===== src/rtl/water_pkg.sv =====
// Shared types and helpers for the water level front end.
// Holds FSM encoding and the thermometer decoder.
package water_pkg;

  localparam int DEFAULT_LEVEL_W  = 4;
  localparam int DEFAULT_N_PROBES = 15;
  localparam int THERMO_MAX       = 255;

  typedef enum logic [2:0] {
    S_IDLE,
    S_SETTLE,
    S_SAMPLE_A,
    S_SAMPLE_B,
    S_UPDATE
  } sampler_state_t;

  typedef struct packed {
    logic [7:0] count;
    logic       bubble;
  } thermo_t;

  // Count of consecutive ones from bit 0; any one past the first
  // zero marks a bubble and is excluded from the count.
  function automatic thermo_t thermo_count(
    input logic [THERMO_MAX-1:0] bits,
    input int                    n
  );
    thermo_t r;
    logic    gap;
    r   = '0;
    gap = 1'b0;
    for (int i = 0; i < THERMO_MAX; i++) begin
      if (i < n) begin
        if (!bits[i]) begin
          gap = 1'b1;
        end else if (gap) begin
          r.bubble = 1'b1;
        end else begin
          r.count = r.count + 8'd1;
        end
      end
    end
    return r;
  endfunction

endpackage


===== src/rtl/water_level_sampler_probe_sync.sv =====
// Two-flop synchronizer for the raw probe contacts.
// Asynchronous active-low clear.
module probe_sync
  import water_pkg::*;
#(
  parameter int WIDTH = DEFAULT_N_PROBES
) (
  input  logic             clk,
  input  logic             reset_n,
  input  logic [WIDTH-1:0] d,
  output logic [WIDTH-1:0] q
);

  logic [WIDTH-1:0] meta;

  always_ff @(posedge clk or negedge reset_n) begin
    if (!reset_n) begin
      meta <= '0;
      q    <= '0;
    end else begin
      meta <= d;
      q    <= meta;
    end
  end

endmodule


===== src/rtl/water_level_sampler.sv =====
// Periodic probe-ladder sampler producing a 4-bit water level.
// Drives probes only in a short window, double-samples, flags faults.
module water_level_sampler
  import water_pkg::*;
#(
  parameter int N_PROBES      = DEFAULT_N_PROBES,
  parameter int LEVEL_W       = DEFAULT_LEVEL_W,
  parameter int SAMPLE_PERIOD = 1000,
  parameter int SETTLE_CYCLES = 8
) (
  input  logic                clk,
  input  logic                reset_n,
  input  logic [N_PROBES-1:0] probe_in,
  output logic                probe_drive,
  output logic [LEVEL_W-1:0]  water_level_input,
  output logic                level_valid,
  output logic                level_fault
);

  localparam int PW =
    (SAMPLE_PERIOD > 1) ? $clog2(SAMPLE_PERIOD) : 1;
  localparam int SW =
    (SETTLE_CYCLES > 1) ? $clog2(SETTLE_CYCLES) : 1;
  localparam logic [PW-1:0] PERIOD_LAST =
    PW'(SAMPLE_PERIOD - 1);
  localparam logic [SW-1:0] SETTLE_LAST =
    SW'(SETTLE_CYCLES - 1);

  sampler_state_t state_q;
  sampler_state_t state_d;

  logic [PW-1:0]       period_cnt;
  logic [SW-1:0]       settle_cnt;
  logic                tick;
  logic                settle_done;
  logic [N_PROBES-1:0] probe_sync_q;
  logic [N_PROBES-1:0] snap_a;
  logic                mismatch;
  thermo_t             thermo;
  logic [LEVEL_W-1:0]  level_new;

  probe_sync #(
    .WIDTH (N_PROBES)
  ) u_sync (
    .clk     (clk),
    .reset_n (reset_n),
    .d       (probe_in),
    .q       (probe_sync_q)
  );

  assign tick        = (period_cnt == PERIOD_LAST);
  assign settle_done = (settle_cnt == SETTLE_LAST);

  always_ff @(posedge clk or negedge reset_n) begin
    if (!reset_n) begin
      period_cnt <= '0;
    end else if (tick) begin
      period_cnt <= '0;
    end else begin
      period_cnt <= period_cnt + PW'(1);
    end
  end

  always_ff @(posedge clk or negedge reset_n) begin
    if (!reset_n) begin
      settle_cnt <= '0;
    end else if (state_q == S_SETTLE && !settle_done) begin
      settle_cnt <= settle_cnt + SW'(1);
    end else begin
      settle_cnt <= '0;
    end
  end

  always_ff @(posedge clk or negedge reset_n) begin
    if (!reset_n) begin
      state_q <= S_IDLE;
    end else begin
      state_q <= state_d;
    end
  end

  // Ticks outside IDLE fall through without effect.
  always_comb begin
    state_d = state_q;
    unique case (state_q)
      S_IDLE:     if (tick) state_d = S_SETTLE;
      S_SETTLE:   if (settle_done) state_d = S_SAMPLE_A;
      S_SAMPLE_A: state_d = S_SAMPLE_B;
      S_SAMPLE_B: state_d = S_UPDATE;
      S_UPDATE:   state_d = S_IDLE;
      default:    state_d = S_IDLE;
    endcase
  end

  assign probe_drive = (state_q == S_SETTLE)
                    || (state_q == S_SAMPLE_A)
                    || (state_q == S_SAMPLE_B);
  assign level_valid = (state_q == S_UPDATE);

  always_ff @(posedge clk or negedge reset_n) begin
    if (!reset_n) begin
      snap_a <= '0;
    end else if (state_q == S_SAMPLE_A) begin
      snap_a <= probe_sync_q;
    end
  end

  assign mismatch  = (probe_sync_q != snap_a);
  assign thermo    = thermo_count(THERMO_MAX'(snap_a), N_PROBES);
  assign level_new = LEVEL_W'(thermo.count);

  // An unstable reading keeps the last good level but raises fault.
  always_ff @(posedge clk or negedge reset_n) begin
    if (!reset_n) begin
      water_level_input <= '0;
      level_fault       <= 1'b0;
    end else if (state_q == S_SAMPLE_B) begin
      if (mismatch) begin
        level_fault <= 1'b1;
      end else begin
        water_level_input <= level_new;
        level_fault       <= thermo.bubble;
      end
    end
  end

  a_busy_tick: assert property (
    @(posedge clk) disable iff (!reset_n)
    tick |-> (state_q == S_IDLE)
  );

endmodule


===== config.mk =====
export PLATFORM = sky130hd
export DESIGN_NAME = water_level_sampler
export DESIGN_NICKNAME = d
export VERILOG_FILES = /design/src/rtl/water_pkg.sv /design/src/rtl/water_level_sampler_probe_sync.sv /design/src/rtl/water_level_sampler.sv
export SDC_FILE = /design/constraint.sdc
export NUM_CORES = 1
export LEC_CHECK = 0
export ABC_AREA = 1
export ABC_CLOCK_PERIOD_IN_PS = 6500
export CAP_MARGIN = 5
export CORE_MARGIN = 4
export CORE_UTILIZATION = 55
export CTS_CLUSTER_DIAMETER = 150
export DETAILED_ROUTE_END_ITERATION = 6
export PLACE_DENSITY = 0.74
export SYNTH_ARGS = -nofsm -noshare
export SYNTH_HDL_FRONTEND = slang
export SYNTH_SLANG_ARGS = --single-unit

===== constraint.sdc =====
create_clock -name clk -period 6.5 [get_ports clk]
set_input_delay 1.3 -clock clk [delete_from_list [all_inputs] [get_ports clk]]
set_output_delay 1.3 -clock clk [all_outputs]
set_load 0.005 [all_outputs]

==> flow_summary.toml, run 1 <==
[status]
status = "completed"

[synth]
ys_ff_latch = 66
synth_edf_count = 0
async_flop_share = 1.00
synth-main-ff-cell = "dfrtp_1"
syn-cell-area_um2 = 4210
synth_nets = 609
avgSynthCellArea_um2 = 7.30
ys_warn_count = 0
synthCells = 577
synth_cell_types = 33
yosysSeqAreaShare = 0.392
synth_top_area_cell = "dfrtp_1"
yosysTopAreaCellShare = 0.392
synthTopCellsByArea = "dfrtp_1 (39%), nand2_1 (13%), nand3_1 (7.7%)"

[min_path]
worstHoldPathCells = 0
min_from = "u_sync.meta[14]"
hp-class = "reg2reg"

[worst_setup_path]
critPathKind = "reg2reg"
crit_top_cell = "nand2_1"
startpoint_type = "register"
rrSetupSlack_ns = 0.31
startpoint = "snap_a[1]"
end_kind = "register"
required_ns = 6.72
slowest_delay_ns = 0.43
crit_path_end = "water_level_input[1]"
r2r_start = "snap_a[1]"
critPathMaxFanout = 5
timing.rr.end = "water_level_input[1]"
worst_ep_arrival_time_ns = 6.42
ff2ff_path_depth = 51
slowest_stage = "dfrtp_2"

[drt]
drtIter0Drc = 175
viasPerCell = 5.14
first_pass_iters = 5
routed-via-count = 3720
wl_um = 8760
post_drt_wl_per_cell_um = 12.1
drtAntennaViolNets = 0
drcViolationCount = 0

[global_route]
grt_pass1_wl_um = 14900
grt_pass1_vias = 3466
grt_max_degree = 67
grt_use_total = 0.205
antenna_found_initial = 0
globalRouteOverflowTotal = 0

[clocking]
ctsHtreeMaxLevel = 3
cts_made_buffers = 9
cts-root-buf = "clkbuf_8"
clock_path_buffers = 2
cts_tree = "yes"
insertion_delay_ns = 0.34
cts_sinks = 66
path_clk_slew_ns = 0.07

[die]
core_um2 = 7330
die_h_um = 95.5
die-area_um2 = 9120
row_count = 31
io_pins = 24
initial_utilization = 0.575
die_width_um = 95.5

[sta]
setup_violations = 0
hold_violations = 0
fin_skew_ns = 0.00765
period_share = 0.953
slew_viol_final = 0
setup_slack_ns = 0.308
holdWs_ns = 0.349
slew_headroom = 0.479
fmaxAchievable_mhz = 161
worst_pin_slew_ns = 0.782
layout_min_cycle_time_ns = 6.19

[finish]
syn_to_final_growth_pct = 19.6
drive_gt1_frac = 0.182
nNetsFinal = 652
diodes = 0
fillerInstances = 577
stdcell_area_um2 = 5040

[pwr]
clkPwrFrac = 0.460
p_seq_frac = 0.513
p_int_uw = 658
p_total_uw = 828
p_switching_uw = 170
leakage_uw = 0.00268
p_comb_frac = 0.028
swShare = 0.206
ir_drop_uv = 240
power_density_nw_per_um2 = 164

[placement]
place_congestion = 0.909
pre_cts_ws_ns = -0.0560
post_dp_cell_area_um2 = 4560
hpwl_um = 6380
io_buffers = 23

[job]
cap_violations = 0
cells in the mapped netlist, types with 2 or more instances:
master    number
nor2_2         4
mux2_2         2
nand3b_1       2
nand3_2        6
o21ai_1        5
nor3_1         4
nor2_8         2
o211ai_1       3
dfrtp_1       66
ha_1          15
xor2_1        14
nand4_1       10
o31ai_1        2
nor2_4         4
nand2_2       17
o21ai_0        8
xnor2_1        5
nand3_1       65
nor4_1         5
inv_2          9
nor2_1        58
a31oi_1        2
inv_1         80
clkinv_1       3
a21oi_1       24
nand2_4        4
clkbuf_1       3
nand2_1      150
power groups by stage:
stage	Clock [uW]	Combinational, uW	Sequential (uW)
after floorplan	0	5.24	431
after global placement	0	23.3	432
after detailed placement	0	23.8	433
after CTS	391	23.9	425
after global routing	410	26.2	425
final	381	23.0	425
cell usage in the layout, fill, tap and decap left out, types with 8 or more instances in the layout:
| cell | instances |
|---|---|
| a21oi_1 | 23 |
| buf_4 | 12 |
| clkbuf_8 | 10 |
| clkdlybuf4s50_1 | 22 |
| dfrtp_1 | 63 |
| ha_1 | 12 |
| inv_1 | 77 |
| inv_2 | 11 |
| nand2_1 | 138 |
| nand2_2 | 25 |
| nand2_4 | 8 |
| nand3_1 | 58 |
| nand3_2 | 12 |
| nand4_1 | 10 |
| nor2_1 | 55 |
| xor2_1 | 14 |
cells by family after synthesis:
kind of cell               after synthesis  synth area share
AOI/OAI and AO/OA                       46            0.0594
xor gates and xnor gates                19            0.0395
adders and majority gates               15            0.0446
buffers and inverters                   95            0.0847
DFF                                     66             0.392
muxes                                    2           0.00535
and+or+nand+nor                        334             0.374
how the worst min path moves through the flow:
stage	end	slack [ns]
final	u_sync.q[14]	0.35
after global routing	u_sync.q[10]	0.35
after CTS	u_sync.q[10]	0.35
after floorplan	u_sync.q[0]	0.33
after global placement	u_sync.q[5]	0.33
after detailed placement	u_sync.q[10]	0.33
metrics by stage:
stage / utilization / cells / setup TNS (ns)
floorplan: - / 577 / 0
global placement: 0.623 / 698 / 0
detailed placement: 0.623 / 698 / -0.0730
CTS: 0.655 / 714 / 0
global route: 0.687 / 724 / -0.271
finish: 0.687 / 724 / 0
worst max-delay path: cells and delay by family, from the launching register on:
| kind | cells | cell delay [ns] |
|---|---|---|
| AOI/OAI and AO/OA | 7 | 0.87 |
| xor gates and xnor gates | 1 | 0.14 |
| adders and majority gates | 7 | 2.00 |
| buffers and inverters | 8 | 0.45 |
| DFF | 1 | 0.43 |
| and+or+nand+nor | 28 | 2.19 |
routing by layer:
layer / up-vias / track usage / share of wire
li1: 1933 / - / -
met1: 1705 / 0.278 / 0.47
met2: 70 / 0.329 / 0.48
met3: 12 / 0.0308 / 0.037
met4: 0 / 0.0853 / 0.015
met5: - / 0 / 0
final cells by class:
| class | count | area (um2) | area share |
|---|---|---|---|
| clock inverters | 6 | 90.1 | 0.0179 |
| clock buffers | 10 | 138 | 0.0273 |
| flip-flops and latches | 66 | 1660 | 0.329 |
| multi-input cells | 416 | 2370 | 0.470 |
| well taps | 99 | 124 | 0.0246 |
| inverters | 92 | 348 | 0.0691 |
| repair buffers | 35 | 315 | 0.0626 |
what timing repair did:
item	in CTS	in global routing
hold buffers	0	0
pin swaps	0	16
setup buffers	0	10
setup endpoints to repair	2	3
hold endpoints to repair	0	0
gates resized for setup	3	43
gates cloned	0	0
registers in the layout, summed over array words and instances, names as in the netlist:
signal	cells
u_sync.q	15
settle_cnt	3
period_cnt	10
snap_a	15
water_level_input	4
level_fault	1
u_sync.meta	15
state_q	3
Power figures use the tool's default switching activity.
==> run 2: changes to the inputs <==
- ABC_CLOCK_PERIOD_IN_PS: 6500 -> 5600
- CORE_UTILIZATION: 55 -> 54
- CTS_CLUSTER_DIAMETER: 150 -> 200
- PLACE_DENSITY: 0.74 -> 0.76
- SKIP_LAST_GASP: default -> 1
- clock period: 6.5 -> 5.6 ns (I/O delays scaled with it)
==> flow_summary.toml, run 2 (synthesis results as in run 1) <==
[status]
status = "finished with violations"
violations = "negative setup slack"

[worst_setup_path]
startpoint_type = "register"
worst_ep_arrival_time_ns = 6.27
critPathMaxFanout = 3
end_kind = "register"
ff2ff_path_depth = 54
crit_top_cell = "nand2_1"
slowest_stage = "dfrtp_1"
critPathKind = "reg2reg"
required_ns = 5.83
slowest_delay_ns = 0.41

[clocking]
path_clk_slew_ns = 0.08
cts-root-buf = "clkbuf_8"
clock_path_buffers = 2
cts_sinks = 66
insertion_delay_ns = 0.34
cts_made_buffers = 9
cts_tree = "yes"
ctsHtreeMaxLevel = 3

[sta]
layout_min_cycle_time_ns = 6.04
slew_viol_final = 0
setup_slack_ns = -0.444
holdWs_ns = 0.346
period_share = 1.08
fin_skew_ns = 0.00823
rsz0062_at_grt = "yes"
hold_violations = 0
fmaxAchievable_mhz = 165
worst_pin_slew_ns = 0.987
setup_violations = 3
slew_headroom = 0.340

[die]
die_h_um = 96.3
core_um2 = 7410
io_pins = 24
die-area_um2 = 9280
die_width_um = 96.3
row_count = 31
initial_utilization = 0.568

[pwr]
power_density_nw_per_um2 = 160
p_int_uw = 710
leakage_uw = 0.00302
swShare = 0.230
ir_drop_uv = 400
p_switching_uw = 212
clkPwrFrac = 0.436
p_seq_frac = 0.534
p_comb_frac = 0.030

[min_path]
worstHoldPathCells = 0
hp-class = "reg2reg"

[finish]
final_common_cell = "nand2_1"
diodes = 0
drive_gt1_frac = 0.325
nNetsFinal = 719
syn_to_final_growth_pct = 36.9
reg.largest.list = "snap_a: 15 flops, u_sync.meta: 15 flops, u_sync.q: 15 flops"
fin_util = 0.778
final_cell_mix = "nand2_1 (125), buf_4 (77), inv_1 (67)"

[drt]
post_drt_wl_per_cell_um = 14.3
drtAntennaViolNets = 0
viasPerCell = 5.40
routed-via-count = 4269
first_pass_iters = 5
drcViolationCount = 0
wl_um = 11300
drtIter0Drc = 271

[placement]
place_congestion = 0.897
pre_cts_ws_ns = -0.452
hpwl_um = 6810
io_buffers = 23

[global_route]
grt_pass1_vias = 4022
grt_max_degree = 67
grt_use_total = 0.248
grt_pass1_wl_um = 18000
globalRouteOverflowTotal = 0
antenna_found_initial = 0

[job]
cap_violations = 0
[run 2: changes by cell type in the layout (fill, tap and decap cells not counted), moves of 10 or more]
cell and change:
nand2_1 -13, buf_4 +65, nand2_2 +11, nand3_2 +14, inv_2 +10, inv_1 -10
nand3_1 -14
[run 2: worst paths after layout]
| check | slack (ns) | to | startpoint |
|---|---|---|---|
| max | -0.44 | water_level_input[2] | snap_a[1] |
| min | 0.35 | u_sync.q[14] | u_sync.meta[14] |
| max reg2reg | -0.44 | water_level_input[2] | snap_a[1] |
| min reg2reg | 0.35 | u_sync.q[14] | u_sync.meta[14] |
| max in group asynchronous | 4.15 | snap_a[10] | reset_n |
| min in group asynchronous | 0.94 | settle_cnt[2] | reset_n |
[run 2: cell type report]
| type | instances | area, um2 |
|---|---|---|
| timing repair buffer | 102 | 826 |
| multi-input combinational | 416 | 2620 |
| fill | 460 | 1640 |
| sequential | 66 | 1650 |
| clock inverter | 7 | 77.6 |
| tap | 99 | 124 |
| clock buffer | 9 | 124 |
| inverter | 92 | 348 |
[run 2: what timing repair did]
action	in CTS	in global routing
setup buffers	41	5
hold buffers	0	0
resized for setup	51	35
pin swaps	61	44
setup endpoints to repair	3	3
[run 2: power groups by stage]
stage | clock network, uW | registers, uW | logic [uW]
global route | 434 | 494 | 31.3
CTS | 409 | 492 | 28.3
detailed placement | 0 | 502 | 28.0
floorplan | 0 | 501 | 6.08
global placement | 0 | 501 | 27.2
finish | 402 | 492 | 27.3
[run 2: worst max-delay path: cells and delay by family (launching register included)]
family,cells,cell delay (ns)
AOI/OAI and AO/OA,6,0.73
xor gates and xnor gates,2,0.28
adders and majority gates,7,1.61
buffers and inverters,8,0.45
DFF,1,0.41
and+or+nand+nor,31,2.43
[run 2: metal layers]
layer  vias up  track usage  routed length [um]
li1       2071            -                   -
met1      1966        0.313                4700
met2       184        0.432                5630
met3        48       0.0375                 578
met4         0       0.0853                 415
met5         -            0                   0
[run 2: metrics by stage]
stage                     total power, uW  std cells  setup TNS [ns]  instance area [um2]
after global placement                528        731          -0.795                 4880
after floorplan                       507        577               0                 4280
after global routing                  959        791           -2.43                 5770
after detailed placement              530        731           -1.25                 4880
final                                 921        791           -1.27                 5770
after CTS                             930        786         -0.0801                 5570
==> run 3: changes to the inputs <==
- ABC_CLOCK_PERIOD_IN_PS: 5600 -> 5640
- CORE_UTILIZATION: 54 -> 55
- CTS_BUF_LIST: default -> sky130_fd_sc_hd__clkbuf_2
- PLACE_DENSITY: 0.76 -> 0.74
- clock period: 5.6 -> 5.64 ns (I/O delays scaled with it)
==> flow_summary.toml, run 3 (synthesis results as in run 1) <==
[status]
status = "finished with violations"
violations = "negative setup slack"

[die]
die_h_um = 95.5
core_um2 = 7330
die_width_um = 95.5
io_pins = 24
initial_utilization = 0.575
row_count = 31
die-area_um2 = 9120

[drt]
first_pass_iters = 5
wl_um = 11700
drtAntennaViolNets = 0
drcViolationCount = 0
drtIter0Drc = 281
routed-via-count = 4328
viasPerCell = 5.28
post_drt_wl_per_cell_um = 14.3

[min_path]
hp-class = "reg2reg"
worstHoldPathCells = 0

[sta]
setup_slack_ns = -0.372
finalSetupTns_ns = -1.07
setup_violations = 3
fmaxAchievable_mhz = 166
fin_skew_ns = 0.0225
worst_pin_slew_ns = 0.985
rsz0062_at_grt = "yes"
period_share = 1.07
hold_violations = 0
slew_headroom = 0.341
slew_viol_final = 0
layout_min_cycle_time_ns = 6.01

[pwr]
p_switching_uw = 194
leakage_uw = 0.00319
p_total_uw = 752
clkPwrFrac = 0.314
swShare = 0.258
p_seq_frac = 0.651
p_comb_frac = 0.035
p_int_uw = 558
ir_drop_uv = 195
power_density_nw_per_um2 = 125

[global_route]
antenna_found_initial = 0
grt_max_degree = 67
grt_pass1_wl_um = 18400
grt_use_total = 0.258
grt_pass1_vias = 4136
globalRouteOverflowTotal = 0

[clocking]
path_clk_slew_ns = 0.19
ctsHtreeMaxLevel = 3
cts-root-buf = "clkbuf_2"
insertion_delay_ns = 0.48
cts_made_buffers = 9
clock_path_buffers = 2
cts_tree = "yes"
cts_sinks = 66

[finish]
fin_util = 0.818
reg.largest.list = "snap_a: 15 flops, u_sync.meta: 15 flops, u_sync.q: 15 flops"
final_cell_mix = "nand2_1 (119), buf_4 (103), inv_1 (69)"
final_common_cell = "nand2_1"
diodes = 0
fillerInstances = 449
drive_gt1_frac = 0.365
syn_to_final_growth_pct = 42.5
nNetsFinal = 747
layoutNonFillerInstCount = 819

[job]
cap_violations = 0

[worst_setup_path]
required_ns = 6.03
slowest_delay_ns = 0.45
startpoint_type = "register"
critPathKind = "reg2reg"
slowest_stage = "dfrtp_1"
critPathMaxFanout = 3
crit_top_cell = "nand2_1"
worst_ep_arrival_time_ns = 6.41
ff2ff_path_depth = 53
end_kind = "register"

[placement]
place_congestion = 0.891
placed_cells = 731
io_buffers = 23
hpwl_um = 6570
pre_cts_ws_ns = -0.446
run 3: changes by cell type in the layout (fill, tap and decap cells not counted), sizes merged:
cell      before  now
buf           80  108
clkinvlp       1    3
bufinv         1    0
clkinv         6    5
run 3: critical path, delay by kind of cell (launching register included):
kind | cells | cell delay (ns)
compound gates | 5 | 0.57
xor+xnor | 1 | 0.10
fa+ha+maj | 8 | 2.01
buf+inv | 10 | 0.56
flops | 1 | 0.45
simple gates | 29 | 2.23
run 3: metal layers:
layer	vias to the layer above	track usage	part of all wire	wire, um
met3	53	0.0537	0.050	585
met4	0	0.136	0.043	507
met2	153	0.419	0.49	5750
li1	2123	-	-	-
met1	1999	0.322	0.42	4900
met5	-	0	0	0
run 3: power by group through the flow:
| stage | Sequential, uW | Clock, uW | Combinational (uW) |
|---|---|---|---|
| final | 489 | 236 | 26.6 |
| after global routing | 491 | 269 | 30.0 |
| after CTS | 490 | 248 | 27.5 |
| after detailed placement | 498 | 0 | 27.5 |
| after global placement | 498 | 0 | 27.1 |
| after floorplan | 497 | 0 | 6.04 |
run 3: path summary, 6_finish.rpt:
check	from	endpoint	slack, ns
hold / removal	u_sync.meta[14]	u_sync.q[14]	0.34
setup reg to reg	snap_a[1]	water_level_input[2]	-0.37
min in group asynchronous	reset_n	period_cnt[6]	0.78
max in group asynchronous	reset_n	settle_cnt[1]	4.35
setup / recovery	snap_a[1]	water_level_input[2]	-0.37
hold reg to reg	u_sync.meta[14]	u_sync.q[14]	0.34
run 3: metrics by stage:
step / area [um2] / hold WS [ns]
2_1_floorplan: 4280 / 0.331
6_report: 6000 / 0.343
3_5_place_dp: 4880 / 0.335
5_1_grt: 6000 / 0.366
4_1_cts: 5710 / 0.340
3_3_place_gp: 4880 / 0.333
run 3: what timing repair did:
action                     in CTS  in global routing
setup buffers                  77                  7
setup endpoints to repair       3                  3
pin swaps                      60                 69
gates cloned                    0                  0
resized for setup              47                 67
hold buffers                    0                  0
run 3: cell type report:
cell class                      instances  area (um2)  share of cell area
Multi-Input combinational cell        416        2730               0.455
Sequential cell                        66        1650               0.275
Timing Repair Buffer                  130        1040               0.174
Inverter                               92         350              0.0584
Tap cell                               99         124              0.0206
Clock inverter                          7        53.8             0.00897
Clock buffer                            9        45.0             0.00751
